$ cat src/rtl/mem_stage_dmem_if.sv
// mem_stage_dmem_if: MEM-stage data-memory access unit with a req/ack bus, big-endian
// lane alignment for stores and loads, and a bounded wait that aborts on timeout.
`default_nettype none

module mem_stage_dmem_if #(
  parameter int unsigned TIMEOUT_CYCLES = 255
) (
  input  logic        CLK,
  input  logic        RST,
  input  logic        MemRd_In,
  input  logic        MemWr_In,
  input  logic [1:0]  Size_In,
  input  logic        Sign_Ext_In,
  input  logic [31:0] ALU_Res_In,
  input  logic [31:0] WD_In,
  input  logic        Bus_Ack,
  input  logic [31:0] Bus_RD,
  output logic        Bus_Req,
  output logic        Bus_WE,
  output logic [31:0] Bus_Addr,
  output logic [31:0] Bus_WD,
  output logic [3:0]  Bus_BE,
  output logic [31:0] RD_DM_Out,
  output logic        Stall_Out,
  output logic        Misalign_Out,
  output logic        Bus_Err_Out
);

  typedef enum logic [1:0] {
    IDLE = 2'd0,
    BUSY = 2'd1,
    DONE = 2'd2
  } state_t;

  localparam logic [7:0] TO_LAST = 8'(TIMEOUT_CYCLES - 1);

  state_t      state, state_nxt;
  logic        access, word_sz, misaligned, req;
  logic        stall, bus_req, timeout;
  logic [3:0]  st_be;
  logic [31:0] st_wd, ld_data;
  logic [7:0]  ld_byte;
  logic [15:0] ld_half;

  logic [31:0] addr_q, wd_q, rd_dm;
  logic [3:0]  be_q;
  logic [1:0]  size_q, lane_q;
  logic        we_q, sign_q, bus_err;
  logic [7:0]  cnt;

  assign access     = MemRd_In | MemWr_In;
  assign word_sz    = (Size_In == 2'b00) || (Size_In == 2'b11);
  assign misaligned = word_sz ? (|ALU_Res_In[1:0]) :
                      (Size_In == 2'b01) ? ALU_Res_In[0] : 1'b0;
  assign req        = access & ~misaligned;

  // Lane 0 is the most significant byte (big-endian).
  always_comb begin
    st_be = 4'b1111;
    st_wd = WD_In;
    if (Size_In == 2'b01) begin
      st_be = ALU_Res_In[1] ? 4'b0011 : 4'b1100;
      st_wd = {2{WD_In[15:0]}};
    end else if (Size_In == 2'b10) begin
      st_be = 4'b1000 >> ALU_Res_In[1:0];
      st_wd = {4{WD_In[7:0]}};
    end
  end

  always_comb begin
    ld_half = lane_q[1] ? Bus_RD[15:0] : Bus_RD[31:16];
    case (lane_q)
      2'd0:    ld_byte = Bus_RD[31:24];
      2'd1:    ld_byte = Bus_RD[23:16];
      2'd2:    ld_byte = Bus_RD[15:8];
      default: ld_byte = Bus_RD[7:0];
    endcase
    case (size_q)
      2'b10:   ld_data = {{24{sign_q & ld_byte[7]}}, ld_byte};
      2'b01:   ld_data = {{16{sign_q & ld_half[15]}}, ld_half};
      default: ld_data = Bus_RD;
    endcase
  end

  always_ff @(posedge CLK or posedge RST) begin
    if (RST) state <= IDLE;
    else     state <= state_nxt;
  end

  always_comb begin
    state_nxt = state;
    stall     = 1'b0;
    bus_req   = 1'b0;
    timeout   = 1'b0;
    case (state)
      IDLE: begin
        stall = req;
        if (req) state_nxt = BUSY;
      end
      BUSY: begin
        stall   = 1'b1;
        bus_req = 1'b1;
        // A late Ack in the last allowed cycle still completes normally.
        if (Bus_Ack) begin
          state_nxt = DONE;
        end else if (cnt == TO_LAST) begin
          timeout   = 1'b1;
          state_nxt = DONE;
        end
      end
      DONE:    state_nxt = IDLE;
      default: state_nxt = IDLE;
    endcase
  end

  always_ff @(posedge CLK or posedge RST) begin
    if (RST) begin
      addr_q  <= '0;
      wd_q    <= '0;
      be_q    <= '0;
      size_q  <= '0;
      lane_q  <= '0;
      we_q    <= 1'b0;
      sign_q  <= 1'b0;
      cnt     <= '0;
      rd_dm   <= '0;
      bus_err <= 1'b0;
    end else begin
      bus_err <= timeout;
      if (state == IDLE && req) begin
        addr_q <= {ALU_Res_In[31:2], 2'b00};
        lane_q <= ALU_Res_In[1:0];
        we_q   <= MemWr_In;
        wd_q   <= st_wd;
        be_q   <= st_be;
        size_q <= Size_In;
        sign_q <= Sign_Ext_In;
        cnt    <= '0;
      end else if (state == BUSY) begin
        cnt <= cnt + 8'd1;
        if (Bus_Ack) begin
          if (!we_q) rd_dm <= ld_data;
        end else if (timeout) begin
          rd_dm <= '0;
        end
      end
    end
  end

  // Comb outputs are gated by RST so every output reads 0 while reset is held.
  assign Bus_Req      = bus_req;
  assign Stall_Out    = stall & ~RST;
  assign Misalign_Out = (state == IDLE) & access & misaligned & ~RST;
  assign Bus_WE       = we_q;
  assign Bus_Addr     = addr_q;
  assign Bus_WD       = wd_q;
  assign Bus_BE       = be_q;
  assign RD_DM_Out    = rd_dm;
  assign Bus_Err_Out  = bus_err;

endmodule

`default_nettype wire

$ cat config.mk
export PLATFORM = sky130hd
export DESIGN_NAME = mem_stage_dmem_if
export DESIGN_NICKNAME = d
export VERILOG_FILES = /design/src/rtl/mem_stage_dmem_if.sv
export SDC_FILE = /design/constraint.sdc
export NUM_CORES = 1
export LEC_CHECK = 0
export BUFFER_PORTS_ARGS = -buffer_cell sky130_fd_sc_hd__buf_2
export CELL_PAD_IN_SITES_DETAIL_PLACEMENT = 1
export CELL_PAD_IN_SITES_GLOBAL_PLACEMENT = 2
export CORE_MARGIN = 2
export CORE_UTILIZATION = 29
export DETAILED_ROUTE_END_ITERATION = 12
export PLACE_DENSITY = 0.86
export SLEW_MARGIN = 20
export SYNTH_ARGS = -nofsm -noshare
export SYNTH_HDL_FRONTEND = slang
export SYNTH_SLANG_ARGS = --single-unit
$ cat constraint.sdc
create_clock -name CLK -period 4.68 [get_ports CLK]
set_clock_uncertainty 0.2 [all_clocks]
set_input_delay 0.234 -clock CLK [delete_from_list [all_inputs] [get_ports CLK]]
set_output_delay 0.234 -clock CLK [all_outputs]
set_load 0.02 [all_outputs]
==> insert_results.sql <==
INSERT INTO impl_metrics (metric_group, metric, value, unit) VALUES
('detailed_routing', 'vias', '5286', ''),
('worst_setup_path', 'crit_path_start_kind', 'input pin', ''),
('synth', 'xor_xnor_share_of_the_synthesized_area', '0.482', '%'),
('synth', 'yosysUniqueCellTypes', '46', ''),
('floorplanning', 'die_area', '0.0199', 'mm²'),
('grt', 'grt_pass1_vias', '5548', ''),
('clock_tree', 'cts.htree.levels', '4', ''),
('worst_setup_path', 'crit_path_cell_trace', 'dlygate4sd3_1, buf_2, inv_1, ha_1, o21a_1, a2111o_2, a211oi_1, buf_2', ''),
('timing', 'finalHoldViolations', '0', ''),
('floorplanning', 'core_area', '0.0186', 'mm²'),
('worst_setup_path', 'criticalPathCategory', 'input pin to primary output', ''),
('timing', 'timing.slew.headroom', '38.2', '%'),
('timing', 'setup_viol_count_final', '0', ''),
('worst_setup_path', 'cp_data_arrival_time', '2.67', 'ns'),
('synth', 'synth.avg_cell_area', '9.79', 'µm²'),
('worst_setup_path', 'cp.buffers_inverters', '4', ''),
('timing', 'grt_setup_unrepaired', 'no', ''),
('worst_hold_path', 'hold_class', 'input pin to register', ''),
('timing', 'tns', '0', 'ns'),
('synth', 'synth.area.mux_share', '6.63', '%'),
('detailed_routing', 'routed_wirelength', '19100', 'µm'),
('worst_setup_path', 'timing.critical_path.fanout_max', '21', ''),
('synth', 'synthTopCellsByArea', 'dfrtp_1 (53%), nand2_1 (11%), mux2i_1 (4.8%)', ''),
('floorplanning', 'chipWidth', '141', 'µm'),
('detailed_routing', 'post_drt_wl_per_cell', '17.4', 'µm'),
('power', 'cellInternalPower', '3.13', 'mW'),
('timing', 'final_period_minus_worst_setup_slack', '3.10', 'ns'),
('detailed_routing', 'drt_iter0_drc', '248', ''),
('final_layout', 'final_core_utilization', '43.8', '%'),
('worst_setup_path', 'critical_path.top_delay_family', 'compound AO/OA/AOI/OAI gates', ''),
('timing', 'finalHoldWorstSlack', '0.0198', 'ns'),
('worst_setup_path', 'critPathMaxStageDelay', '0.52', 'ns'),
('detailed_routing', 'drt-pass1-iter-count', '5', ''),
('power', 'p_comb_share', '44.3', '%'),
('synth', 'synth_seq_cells', '115', ''),
('power', 'power_switching_share', '42.2', '%'),
('grt', 'globalRouteOverflowTotal', '0', ''),
('detailed_routing', 'drc_errors', '0', ''),
('placed_design', 'detailedPlace.worstSlack', '2.06', 'ns'),
('worst_setup_path', 'worst_setup_path_end_kind', 'primary output', ''),
('synth', 'syn_area', '0.00545', 'mm²'),
('clock_tree', 'tritoncts_clock_tree', 'done', ''),
('synth', 'yosys.area.top_type_share', '52.8', '%'),
('clock_tree', 'cts.sinks', '115', ''),
('floorplanning', 'boundaryPins', '209', ''),
('grt', 'grt_first_pass_wirelength', '30200', 'µm'),
('clock_tree', 'clock_tree.buffer_depth', '2', ''),
('power', 'ir_worst_vdd', '0.317', 'mV'),
('timing', 'final_worst_path_setup_slack', '1.58', 'ns'),
('timing', 'min_period_over_period', '66.2', '%'),
('grt', 'grt_util_all_layers', '19.3', '%'),
('status', 'status', 'finished clean', ''),
('clock_tree', 'post-cts-setup-buffers', '0', ''),
('synth', 'post_synth_inst_count', '557', ''),
('job', 'maxCapViolCount', '0', ''),
('synth', 'synthSimpleGateAreaFrac', '15.8', '%'),
('worst_setup_path', 'crit_slowest_cell', 'dlygate4sd3_1', ''),
('synth', 'synth_flop_cell', 'dfrtp_1', ''),
('placed_design', 'gpl.final_weighted_congestion', '0.755', ''),
('clock_tree', 'cts-root-buf', 'clkbuf_16', ''),
('grt', 'antenna_violations_before_repair', '1', ''),
('clock_tree', 'clkSlewWorstSetupHoldPaths', '0.06', 'ns'),
('final_layout', 'area_delta_synth_final', '49.3', '%'),
('final_layout', 'drive_gt1_share', '30.8', '%'),
('worst_setup_path', 'critical_path_required', '4.25', 'ns'),
('power', 'total_power', '5.42', 'mW'),
('power', 'power-per-cell-area', '666', 'mW/mm²'),
('detailed_routing', 'viasPerCell', '4.82', ''),
('synth', 'synth-seq-area-share', '52.8', '%'),
('clock_tree', 'cts_buffers', '17', ''),
('timing', 'drv_slew', '0', '');
final cells by class:
| cell class | count | area [µm²] | area share [%] |
|---|---|---|---|
| Clock inverter | 4 | 72.6 | 0.891 |
| Inverter | 13 | 51.3 | 0.630 |
| Timing Repair Buffer | 308 | 2030 | 25.0 |
| Multi-Input combinational cell | 397 | 2310 | 28.4 |
| Tap cell | 234 | 293 | 3.60 |
| Sequential cell | 115 | 2880 | 35.3 |
| Clock buffer | 26 | 499 | 6.13 |
layout by cell type (no fill, tap or decap), drive strengths merged, types with 3 or more instances in the layout:
master and n:
dlygate4sd3 95, o21ai 62, buf 213, dfrtp 115
xor2 3, inv 13, o31ai 18, mux2i 26
a21boi 8, o2bb2ai 16, clkbuf 26, ha 6
nor2 35, a21oi 12, nand2 159, a31oi 5
nand2b 3, mux2 7, a222oi 7, nand3 9
worst min-delay path: stages:
cell	delay, ns
buf_2	0.08
mux2i_1	0.05
nor2_1	0.08
a21oi_1	0.05
o21ai_1	0.10
power groups by stage:
| stage | sequential, mW | combinational [mW] | clock, mW |
|---|---|---|---|
| finish | 1.74 | 2.40 | 1.27 |
| global route | 1.80 | 2.61 | 1.35 |
| CTS | 1.74 | 2.40 | 1.31 |
| detailed placement | 1.74 | 2.31 | 0 |
| global placement | 1.74 | 2.26 | 0 |
| floorplan | 2.21 | 1.07 | 0 |
registers in the layout, indices dropped and copies added (netlist names):
register     flops
sign_q           1
lane_q           2
cnt              8
Bus_WD          32
Bus_Err_Out      1
RD_DM_Out       32
Bus_Addr        30
Bus_WE           1
state            2
size_q           2
Bus_BE           4
per-stage QoR:
stage	cell area (µm²)	std cells
5_1_grt	8140	1097
6_report	8140	1097
3_3_place_gp	6620	972
2_1_floorplan	5460	558
4_1_cts	8140	1097
3_5_place_dp	6620	972
synth_stat cells (2+ instances only):
| cell | instances |
|---|---|
| a21oi_1 | 12 |
| mux2_2 | 7 |
| dfrtp_1 | 115 |
| mux2i_1 | 26 |
| nand3_1 | 9 |
| a31oi_1 | 3 |
| nor4_1 | 2 |
| nand4_1 | 2 |
| o31ai_1 | 8 |
| and4_1 | 2 |
| a21boi_0 | 7 |
| xor2_1 | 3 |
| nand2b_1 | 2 |
| clkbuf_1 | 8 |
| buf_4 | 3 |
| nor2_1 | 34 |
| o31ai_2 | 10 |
| nand2_1 | 159 |
| buf_6 | 9 |
| buf_2 | 13 |
| o21ai_1 | 26 |
| o21a_1 | 2 |
| a222oi_1 | 7 |
| inv_1 | 12 |
| o21ai_0 | 35 |
| o2bb2ai_1 | 16 |
| ha_1 | 6 |
per-layer routing:
layer  vias up  GRT usage (%)  share of wire (%)
li1       2503              -                  -
met1      2585           24.4                 43
met2       170           32.2                 49
met3        26           5.74                6.3
met4         2           5.21                1.5
met5         -              0              0.068
kinds of logic (layout without fill, tap and decap cells):
family | after synthesis | count (layout)
buf+inv | 46 | 351
fa+ha+maj | 6 | 6
compound gates | 137 | 137
mux | 34 | 34
flops | 115 | 115
other cells | 1 | 2
simple gates | 215 | 215
xor+xnor | 3 | 3
final timing paths:
check | from | to | slack (ns) | depth (start not counted)
max in group asynchronous | RST | Bus_Addr[9]$_DFFE_PP0P_ | 2.99 | 4
max | Size_In[1] | Stall_Out | 1.58 | 8
min reg2reg | Bus_Addr[9]$_DFFE_PP0P_ | Bus_Addr[9]$_DFFE_PP0P_ | 0.27 | 2
min in group asynchronous | RST | state[1]$_DFFE_PP0P_ | 0.20 | 3
max reg2reg | size_q[0]$_DFFE_PP0P_ | RD_DM_Out[5]$_DFFE_PP0P_ | 1.72 | 7
min | WD_In[25] | Bus_WD[25]$_DFFE_PP0P_ | 0.02 | 5
No activity file was read; power rests on OpenSTA's default activity.
